[config.mk]
export PLATFORM = sky130hd
export DESIGN_NAME = xgxs_lane_tx_sequencer
export DESIGN_NICKNAME = d
export VERILOG_FILES = /design/src/rtl/xgxs_lane_tx_sequencer.sv
export SDC_FILE = /design/constraint.sdc
export NUM_CORES = 1
export LEC_CHECK = 0
export CORE_UTILIZATION = 40
export DETAILED_ROUTE_END_ITERATION = 8
export PLACE_DENSITY = 0.67
export SLEW_MARGIN = 30
export SYNTH_ARGS = -nofsm -noshare
export SYNTH_HDL_FRONTEND = slang
export SYNTH_SLANG_ARGS = --single-unit
[constraint.sdc]
create_clock -name clk_i -period 1.9 [get_ports clk_i]
set_input_delay 0.475 -clock clk_i [delete_from_list [all_inputs] [get_ports clk_i]]
set_output_delay 0.475 -clock clk_i [all_outputs]
set_load 0.01 [all_outputs]
[src/rtl/xgxs_lane_tx_sequencer.sv]
// -----------------------------------------------------------------------------
// xgxs_lane_tx_sequencer
//
// Per-lane XGXS transmit sequencer placed directly in front of the lane's
// 8b10b encoder. After reset or an explicit restart it sends a run of /K/
// columns (SYNC). It then passes MAC column data through (RUN).
//
// In RUN, idle columns (ctrl=1, 8'h07) are replaced by the XAUI idle pattern:
//   /A/ = K28.3 (8'h7C), sent every A_MIN + prbs[3:0] columns.
//   /K/ = K28.5 (8'hBC) or /R/ = K28.0 (8'h1C), chosen by a 7-bit PRBS.
// Control codes that are not legal XGXS characters are replaced by
// /E/ (8'hFE), and bad_ctrl_o flags each replacement.
//
// Ports:
//   clk_i          single clock, rising edge
//   rst_i          synchronous reset, active-high
//   enable_i       lane enable; low forces state OFF
//   force_sync_i   one-cycle pulse; restarts the sync period
//   tx_data_i      MAC lane byte
//   tx_ctrl_i      1 = tx_data_i is a control character
//   enc_data_o     byte to encoder encode_data_in
//   enc_konstant_o to encoder konstant
//   tx_ready_o     high in RUN; input is consumed only while high
//   a_sent_o       pulse, aligned with an /A/ on enc_data_o
//   bad_ctrl_o     pulse, aligned with an /E/ produced by substitution
//   state_o        00 OFF, 01 SYNC, 10 RUN
// -----------------------------------------------------------------------------
module xgxs_lane_tx_sequencer #(
  parameter int unsigned SYNC_COLS = 16,
  parameter int unsigned A_MIN     = 16,
  parameter logic [6:0]  PRBS_SEED = 7'h7F
) (
  input  logic       clk_i,
  input  logic       rst_i,
  input  logic       enable_i,
  input  logic       force_sync_i,
  input  logic [7:0] tx_data_i,
  input  logic       tx_ctrl_i,
  output logic [7:0] enc_data_o,
  output logic       enc_konstant_o,
  output logic       tx_ready_o,
  output logic       a_sent_o,
  output logic       bad_ctrl_o,
  output logic [1:0] state_o
);

  localparam logic [1:0] ST_OFF  = 2'b00;
  localparam logic [1:0] ST_SYNC = 2'b01;
  localparam logic [1:0] ST_RUN  = 2'b10;

  localparam logic [7:0] CH_K    = 8'hBC;  // K28.5
  localparam logic [7:0] CH_R    = 8'h1C;  // K28.0
  localparam logic [7:0] CH_A    = 8'h7C;  // K28.3
  localparam logic [7:0] CH_E    = 8'hFE;  // K30.7 error
  localparam logic [7:0] CH_IDLE = 8'h07;  // MAC idle control

  localparam logic [7:0] SYNC_LAST = 8'(SYNC_COLS - 1);
  localparam logic [4:0] A_BASE    = 5'(A_MIN - 1);

  logic [1:0] state_q, state_d;
  logic [7:0] sync_cnt_q, sync_cnt_d;
  logic [4:0] a_cnt_q, a_cnt_d;
  logic [6:0] prbs_q, prbs_d;
  logic       prev_idle_q, prev_idle_d;
  logic [7:0] enc_data_q, enc_data_d;
  logic       enc_k_q, enc_k_d;
  logic       tx_ready_q, tx_ready_d;
  logic       a_sent_q, a_sent_d;
  logic       bad_ctrl_q, bad_ctrl_d;

  logic       legal_ctrl;

  // Control characters that are forwarded unchanged.
  always_comb begin
    legal_ctrl = 1'b0;
    case (tx_data_i)
      8'hFB, 8'hFD, 8'hFE, 8'h9C, 8'hBC, 8'h7C, 8'h1C: legal_ctrl = 1'b1;
      default:                                         legal_ctrl = 1'b0;
    endcase
  end

  always_comb begin
    state_d     = state_q;
    sync_cnt_d  = sync_cnt_q;
    a_cnt_d     = a_cnt_q;
    prbs_d      = prbs_q;
    prev_idle_d = prev_idle_q;
    enc_data_d  = CH_K;
    enc_k_d     = 1'b1;
    a_sent_d    = 1'b0;
    bad_ctrl_d  = 1'b0;

    case (state_q)
      ST_OFF: begin
        prev_idle_d = 1'b0;
        if (enable_i) begin
          state_d    = ST_SYNC;
          sync_cnt_d = 8'd0;
        end
      end

      ST_SYNC: begin
        prev_idle_d = 1'b0;
        if (!enable_i) begin
          state_d = ST_OFF;
        end else if (force_sync_i) begin
          sync_cnt_d = 8'd0;
        end else if (sync_cnt_q == SYNC_LAST) begin
          state_d    = ST_RUN;
          sync_cnt_d = 8'd0;
        end else begin
          sync_cnt_d = sync_cnt_q + 8'd1;
        end
      end

      ST_RUN: begin
        // The LFSR and the /A/ countdown run on every RUN column, data or idle.
        prbs_d  = {prbs_q[5:0], prbs_q[6] ^ prbs_q[5]};
        a_cnt_d = (a_cnt_q == 5'd0) ? 5'd0 : a_cnt_q - 5'd1;

        if (!tx_ctrl_i) begin
          enc_data_d  = tx_data_i;
          enc_k_d     = 1'b0;
          prev_idle_d = 1'b0;
        end else if (tx_data_i == CH_IDLE) begin
          prev_idle_d = 1'b1;
          if (a_cnt_q == 5'd0) begin
            enc_data_d = CH_A;
            a_sent_d   = 1'b1;
            a_cnt_d    = A_BASE + {1'b0, prbs_q[3:0]};
          end else if (!prev_idle_q) begin
            // The first idle after a non-idle column must be /K/.
            enc_data_d = CH_K;
          end else begin
            enc_data_d = prbs_q[6] ? CH_K : CH_R;
          end
        end else if (legal_ctrl) begin
          // A raw 7C passed through does not count as a scheduled /A/.
          enc_data_d  = tx_data_i;
          prev_idle_d = 1'b0;
        end else begin
          enc_data_d  = CH_E;
          bad_ctrl_d  = 1'b1;
          prev_idle_d = 1'b0;
        end

        // The column above is still sent under RUN rules; only the
        // next state changes.
        if (!enable_i) begin
          state_d = ST_OFF;
        end else if (force_sync_i) begin
          state_d    = ST_SYNC;
          sync_cnt_d = 8'd0;
        end
      end

      default: begin
        state_d     = ST_SYNC;
        sync_cnt_d  = 8'd0;
        prev_idle_d = 1'b0;
      end
    endcase

    // tx_ready is registered but has to line up with the cycles in which
    // the RUN state consumes input, so it is derived from the next state.
    tx_ready_d = (state_d == ST_RUN);
  end

  always_ff @(posedge clk_i) begin
    if (rst_i) begin
      state_q     <= ST_SYNC;
      sync_cnt_q  <= 8'd0;
      a_cnt_q     <= A_BASE;
      prbs_q      <= PRBS_SEED;
      prev_idle_q <= 1'b0;
      enc_data_q  <= CH_K;
      enc_k_q     <= 1'b1;
      tx_ready_q  <= 1'b0;
      a_sent_q    <= 1'b0;
      bad_ctrl_q  <= 1'b0;
    end else begin
      state_q     <= state_d;
      sync_cnt_q  <= sync_cnt_d;
      a_cnt_q     <= a_cnt_d;
      prbs_q      <= prbs_d;
      prev_idle_q <= prev_idle_d;
      enc_data_q  <= enc_data_d;
      enc_k_q     <= enc_k_d;
      tx_ready_q  <= tx_ready_d;
      a_sent_q    <= a_sent_d;
      bad_ctrl_q  <= bad_ctrl_d;
    end
  end

  assign enc_data_o     = enc_data_q;
  assign enc_konstant_o = enc_k_q;
  assign tx_ready_o     = tx_ready_q;
  assign a_sent_o       = a_sent_q;
  assign bad_ctrl_o     = bad_ctrl_q;
  assign state_o        = state_q;

endmodule

# After elaboration in Yosys (flattened, before gate mapping)
# Index checks and enable logic that the tools add are counted.
# classes
n_addsub	3
n_eq_ne	16
muxes	29
n_bitwise	4
n_reduce_logical	8
# op_table
op	n
two-way mux 8 bit	12
equality test 8 bit, second input constant	5
case mux 8 bit (3 select lines)	1
two-way mux 5 bit	4
two-way mux 2 bit	6
adder 8 x 1 -> 8 bit, second input constant	1
equality test 8 x 3 -> 1 bit, second input constant	1
equality test 8 x 4 -> 1 bit, second input constant	1
equality test 8 x 5 -> 1 bit, second input constant	1
equality test 8 x 7 -> 1 bit, second input constant	1
inequality test 2 bit, second input constant	4
OR reduction 4 bit	2
OR reduction 7 bit	1
case mux 2 bit (3 select lines)	1
adder 4 x 4 -> 5 bit, first input constant	1
zero test 5 bit	1
two-way mux 1 bit	5
subtractor 5 x 1 -> 5 bit, second input constant	1
equality test 2 bit, second input constant	2
AND reduction 4 bit	1
inverter 1 bit	3
OR reduction 3 bit	1
equality test 2 x 1 -> 1 bit, second input constant	1
zero test 2 bit	1
other kinds (2)	2
# totals
ff_bits	35
output_inout_bits	14
elab_cells	70

# Longest topological paths before layout
# Gate-level depths: netlist of run 1.
# logic_depth
depth_word	6
ltp_mapped	6

# Worst setup path after synthesis of run 1
# OpenSTA, ideal clock, no wires.
# synth_timing
path_type	register -> register
start	register a_cnt_q[0]
end	register a_cnt_q[4]
setup_ns	0.070
arrival_ns	1.430
required_time_ns	1.830
slack_ns	0.400
path_stages_with_launch	7
path_buffers	0
period_less_slack_ns	1.500
cell_sequence	dfxtp_1 inv_1 ha_1 nor4b_4 nand4_2 or3_1 a21oi_1
# synth_between
elab_chain_cells	5
word_cells_on_any_way	6
classes_between	add/sub (1); mux (4); reduce/logical (1)
# synth_lines
item	line_no	text
start, declared	62	logic [4:0] a_cnt_q, a_cnt_d;
start signal, assigned	184	a_cnt_q <= a_cnt_d;
subtractor 5 x 1 -> 5 bit / zero test 5 bit (equally long branches)	119, 127	
two-way mux 5 bit	119	a_cnt_d = (a_cnt_q == 5'd0) ? 5'd0 : a_cnt_q - 5'd1;
two-way mux 5 bit	127	if (a_cnt_q == 5'd0) begin
two-way mux 5 bit	125	end else if (tx_data_i == CH_IDLE) begin
two-way mux 5 bit *	121	if (!tx_ctrl_i) begin
# Mark *: on every way between the ends. The rest lies on a longest branch, timed or not.
# A chain may end at the register's enable or synchronous reset.

# Worst setup path in the final report of run 1
# layout_timing
start	register state_q[0] (netlist: state_o[0])
end	output state_o[0]
# layout_rtl
item	line_no	text
start, declared	60	logic [1:0] state_q, state_d;
start signal, assigned	182	state_q <= state_d;
end, declared	44	output logic [1:0] state_o
# No word-level cell between the ends.

==> impl_metrics.ini, run 1 <==
[finish]
post_route_cells_drive_above_1_share_pct = 15.0
filler_cell_count = 346
regArea_um2 = 702
multi_input_area_um2 = 873
final_util_pct = 56.9
final_nets = 242
final_cells = 275
syn2layout_area_growth_pct = 31.8
diodes = 0

[worst_setup_path]
cpPeakStageDelay_ns = 0.59
crit_family = buffers and inverters
critPathArrivalTime_ns = 1.34
cp-start-kind = flop
crit_path_cell_trace = clkdlybuf4s50_1
rr_startpoint = a_cnt_q[0]$_SDFFE_PP1P_
crit_slowest_cell = clkdlybuf4s50_1
rr_endpoint = a_cnt_q[4]$_SDFFE_PP0P_
cp.required_ns = 1.42
r2r_slack_ns = 0.19
end_kind = output port
path_buf_inv = 1
path_class = flop to output port
critPathMaxFanout = 9
cp.depth = 1
rr_worst_depth = 6

[drt]
drc = 0
drt_iter0_markers = 57
ant_nets = 0
avgViaCountPerCell = 5.47
first_pass_iters = 4
drt-wirelength-per-cell_um = 13.1
vias = 1505
drt-total-wl_um = 3600

[clock_tree]
clkTransAtPathRegs_ns = 0.06
cts_tree = done
post_cts_buffers = 0
cts_max_level = 2
clock-sinks = 35
insertion_delay_ns = 0.28
numCtsBuffers = 5
root_buffer = clkbuf_8
cts_hold_buf = 0
cts_resized = 0
cts_max_path_buffers = 2

[synth]
synth_edf_count = 0
synth-seq-cells = 35
async_flop_share_pct = 0
synthesis.nets = 198
ys.flop_type = dfxtp_1
synth_area_mm2 = 0.00163
synth.avg_cell_area_um2 = 8.94
ys_warn_count = 0
ys_seq_area_share_pct = 43.0
syn_inst = 182
synth.distinct_cells = 49

[global_routing]
groute.usage.overall_pct = 18.7
antenna_found_initial = 0
grt_overflow = 0
grt_pass1_vias = 1440
grt_first_pass_wirelength_um = 6220
grt_max_degree = 18

[min_path]
hp-class = flop to flop
min_to = prbs_q[4]$_SDFFE_PP1P_
min_path_cells = 2
hold_start = prbs_q[4]$_SDFFE_PP1P_

[sta]
worstMarginPinSlew_ns = 0.511
clock-skew-final_ns = 0.00360
fin_ws_ns = 0.0850
hold_viol_final = 0
max-slew-margin-rel_pct = 65.9
holdWs_ns = 0.464
fmax_mhz = 551
finalCritPeriodShare_pct = 95.5
setup_viol = 0
slew_violations = 0
fin_crit_ns = 1.82
rsz0062_at_grt = false

[pwr]
swShare_pct = 21.1
peakVddDrop_v = 0.000296
power_density_mw_per_mm2 = 666
combPwrFrac_pct = 7.6
seq_power_share_pct = 52.0
switchingPower_uw = 302
clkPwrFrac_pct = 40.4
p_int_mw = 1.13
p_leak_nw = 0.844

[die]
coreArea_mm2 = 0.00377
die_x_um = 65.8
dieArea_mm2 = 0.00433
rows = 22
io_pins = 27
initial_core_util_pct = 43.2
die_h_um = 65.8

[place]
place_inst = 267
hpwl_um = 2760
pre_cts_slack_ns = -0.238
place_congestion = 0.821
portBuffers = 26

[outcome]
outcome = completed

[run]
drv_cap = 0
metrics by stage:
step                      power (mW)  setup TNS [ns]  area [um^2]
after floorplan                0.803               0         1630
after global placement         0.863           -1.05         2030
after detailed placement       0.865           -1.73         2030
after CTS                       1.44               0         2130
after global routing            1.49               0         2150
final                           1.43               0         2150
sequential cells by signal, summed over array words and instances (netlist names):
signal          cells
enc_data_o          8
prbs_q              7
a_cnt_q             5
prev_idle_q         1
bad_ctrl_o          1
state_o             2
sync_cnt_q          8
tx_ready_o          1
enc_konstant_o      1
a_sent_o            1
synthesized netlist by cell type (2+ instances only):
cell type  instances  area share (%)
o21ai_0           11             3.4
nand2b_1           3             1.2
xor2_1             3             1.6
or3_1              7             2.7
nand2_1           15             3.5
or4b_1             2             1.2
or2_2              2            0.77
dfxtp_1           35              43
nand3b_1           5             2.3
and3_1             3             1.2
o31ai_1            3             1.4
a211o_1            3             1.6
xnor2_1            5             2.7
nor3_1             5             1.5
ha_1               3             2.3
nor4_1             2            0.77
nand3_1            5             1.5
nor2_1            16             3.7
a21oi_1           15             4.6
inv_1              6             1.4
nand4_1            2            0.77
and4_1             2             1.1
a211oi_1           3             1.4
power groups by stage:
stage	clock [mW]	combinational, mW	sequential, mW
4_1_cts	0.592	0.106	0.743
3_5_place_dp	0	0.105	0.760
6_report	0.578	0.108	0.743
3_3_place_gp	0	0.103	0.759
2_1_floorplan	0	0.0442	0.759
5_1_grt	0.623	0.119	0.743
cell families (layout without fill, tap and decap cells):
family          after synthesis  after routing  share of synthesized area (%)
simple gates                 79             79                           28.7
compound gates               44             44                           16.8
flops                        35             35                           43.0
buf+inv                      12             57                           4.15
xor+xnor                      8              8                           4.30
fa+ha+maj                     3              3                           2.31
mux                           1              1                          0.615
worst max-delay path by stage:
stage | start | endpoint | slack, ns
after floorplan | a_cnt_q[0]$_SDFFE_PP1P_ | a_cnt_q[4]$_SDFFE_PP0P_ | 0.40
after CTS | state_o[1]$_SDFF_PP0_ | state_o[1] | 0.01
after detailed placement | tx_data_i[3] | enc_data_o[5]$_SDFF_PP1_ | -0.24
after global routing | tx_data_i[3] | enc_data_o[5]$_SDFF_PP1_ | 0.02
final | state_o[0]$_SDFF_PP1_ | state_o[0] | 0.08
after global placement | tx_data_i[3] | enc_data_o[5]$_SDFF_PP1_ | -0.17
per-layer routing:
layer	up-vias	GRT usage, %	part of all wire, %
li1	745	-	-
met1	717	21.6	45
met2	38	32.8	48
met3	5	4.83	5.7
met4	0	6.79	1.6
met5	-	0	0
area by class of cell:
cell class	count	share of cell area, %
well taps	48	2.80
clock buffers	8	4.66
flip-flops and latches	35	32.7
multi-input cells	135	40.7
repair buffers	43	18.1
inverters	6	1.05
cells in the final DEF, fill, tap and decap left out, types with 2 or more instances in the layout:
| master | n |
|---|---|
| o21ai_0 | 11 |
| clkbuf_8 | 7 |
| nand2b_1 | 3 |
| a21oi_1 | 15 |
| and4_1 | 2 |
| o31ai_1 | 3 |
| nand2_1 | 15 |
| or4b_1 | 2 |
| nor3_1 | 5 |
| a211oi_1 | 3 |
| dfxtp_1 | 34 |
| nand4_1 | 2 |
| and3_1 | 3 |
| xor2_1 | 3 |
| nand3b_1 | 5 |
| ha_1 | 3 |
| a211o_1 | 3 |
| inv_1 | 6 |
| clkdlybuf4s50_1 | 26 |
| nand3_1 | 4 |
| or2_2 | 2 |
| nor2_1 | 16 |
| or3_1 | 7 |
| buf_4 | 17 |
| nor4_1 | 2 |
| xnor2_1 | 5 |
No activity file was read; power rests on OpenSTA's default activity.
==> run 2, diff against run 1 <==
--- a/config.mk
+++ b/config.mk
@@ -5,6 +5,7 @@
 export SDC_FILE = /design/constraint.sdc
 export NUM_CORES = 1
 export LEC_CHECK = 0
+export CORE_MARGIN = 3
 export CORE_UTILIZATION = 40
 export DETAILED_ROUTE_END_ITERATION = 8
 export PLACE_DENSITY = 0.67
==> run 2 against run 1 <==
First-iteration DRC count is 100% higher. Highest routed layer unchanged. Largest power group unchanged. Clock skew is 0.0018 ns higher. Wire length is 3.0% higher. Sequential share of layout area is 0.43 points higher.
==> impl_metrics.ini, run 2 (synthesis gave the netlist of run 1 again) <==
[finish]
regArea_um2 = 703
diodes = 0
multi_input_area_um2 = 860
filler_cell_count = 343
layout_common_cells = dfxtp_1, clkdlybuf4s50_1, buf_4
syn2layout_area_growth_pct = 30.4
final_area_mm2 = 0.00212
final_nets = 243
final_common_cell = dfxtp_1
final_cells = 276
post_route_cells_drive_above_1_share_pct = 14.9

[drt]
drt-wirelength-per-cell_um = 13.4
drt-total-wl_um = 3700
vias = 1512
ant_nets = 0
drc = 0
first_pass_iters = 4
avgViaCountPerCell = 5.48
drt_iter0_markers = 115

[place]
place_congestion = 0.913
place_inst = 268
hpwl_um = 2780
portBuffers = 26
placed_area_mm2 = 0.00204

[worst_setup_path]
crit_path_cell_trace = clkdlybuf4s50_1, or3b_1, or4b_1, a21oi_1
path_class = primary input to flop
r2r_slack_ns = 0.26
cp.depth = 4
critPathArrivalTime_ns = 1.98
crit_slowest_cell = or4b_1
cpPeakStageDelay_ns = 0.47
rr_startpoint = a_cnt_q[0]$_SDFFE_PP1P_
cp.required_ns = 2.11
path_buf_inv = 1
end_kind = flop
cp-start-kind = primary input
crit_family = simple AND/OR/NAND/NOR gates
rr_worst_depth = 6
critPathMaxFanout = 3
critPathLaunch = force_sync_i

[die]
rows = 22
die_x_um = 69.8
coreArea_mm2 = 0.00380
die_h_um = 69.8
dieArea_mm2 = 0.00487
io_pins = 27
initial_core_util_pct = 42.9

[sta]
finalCritPeriodShare_pct = 93.0
max-slew-margin-rel_pct = 65.6
clock-skew-final_ns = 0.00540
worstMarginPinSlew_ns = 0.511
holdWs_ns = 0.466
setup_viol = 0
fmax_mhz = 566
slew_violations = 0
hold_viol_final = 0
fin_setup_tns_ns = 0
rsz0062_at_grt = false
fin_crit_ns = 1.77

[clock_tree]
cts_hold_buf = 0
clock-sinks = 35
insertion_delay_ns = 0.28
cts_tree = done
clkTransAtPathRegs_ns = 0.07
cts_max_level = 2
root_buffer = clkbuf_8
post_cts_buffers = 0
cts_max_path_buffers = 2
cts_resized = 0
numCtsBuffers = 5

[global_routing]
grt_max_degree = 15
grt_first_pass_wirelength_um = 6470
groute.usage.overall_pct = 16.5
top_usage_layer = met2
grt_overflow = 0
met1_usage_pct = 21.2
met2_usage_pct = 24.9
grt_pass1_vias = 1418
use_met3_pct = 5.51
antenna_found_initial = 0

[run]
drv_cap = 0

[pwr]
p_leak_nw = 0.837
power_density_mw_per_mm2 = 641
peakVddDrop_v = 0.000458
total_power_mw = 1.36

[outcome]
outcome = completed

[min_path]
hold_start = prbs_q[4]$_SDFFE_PP1P_
min_path_cells = 2
hp-class = flop to flop
==> run 2: cell types whose count changed in the layout (fill, tap and decap cells not counted) <==
cell / previous run / this run
nor4_4: 1 / 0
dfxtp_1: 34 / 33
clkinv_2: 0 / 1
nor4_2: 0 / 1
clkbuf_8: 7 / 5
buf_4: 17 / 18
nand3_2: 1 / 0
clkbuf_1: 1 / 2
nand3_1: 4 / 5
dfxtp_2: 1 / 2
==> run 2: cell type report <==
type | count | area share (%)
multi-input combinational | 135 | 40.5
sequential | 35 | 33.1
timing repair buffer | 44 | 18.6
clock buffer | 7 | 3.60
tap | 48 | 2.83
inverter | 6 | 1.06
clock inverter | 1 | 0.236
==> run 2: stage by stage <==
| stage | setup slack [ns] | utilization (%) |
|---|---|---|
| 6_report | 0.133 | 55.9 |
| 2_1_floorplan | 0.400 | - |
| 5_1_grt | 0.0371 | 55.9 |
| 3_5_place_dp | -0.156 | 53.7 |
| 4_1_cts | 0.0136 | 55.8 |
| 3_3_place_gp | -0.117 | 53.7 |
==> run 2: final timing paths <==
path | to
worst max-delay path | sync_cnt_q[2]$_SDFFE_PP0P_
worst min-delay path | prbs_q[4]$_SDFFE_PP1P_
worst max register to register | a_cnt_q[4]$_SDFFE_PP0P_
worst min register to register | prbs_q[4]$_SDFFE_PP1P_
==> run 2: layer usage <==
metal / routed length [um] / vias to the layer above
met3: 264 / 6
met4: 70 / 0
met5: 0 / -
met2: 1630 / 56
met1: 1740 / 697
li1: - / 753
==> run 2: power breakdown <==
part,switching [mW],internal (mW)
Sequential,0.00670,0.738
Clock,0.246,0.257
Combinational,0.0503,0.0616
Total,0.303,1.06
==> run 2: worst reg2reg max path, delay by kind of cell, from the launching register on <==
| family | cells | cell delay, ns |
|---|---|---|
| AOI/OAI and AO/OA | 1 | 0.14 |
| adders and majority gates | 1 | 0.19 |
| buffers and inverters | 1 | 0.09 |
| DFF | 1 | 0.33 |
| and+or+nand+nor | 3 | 0.83 |
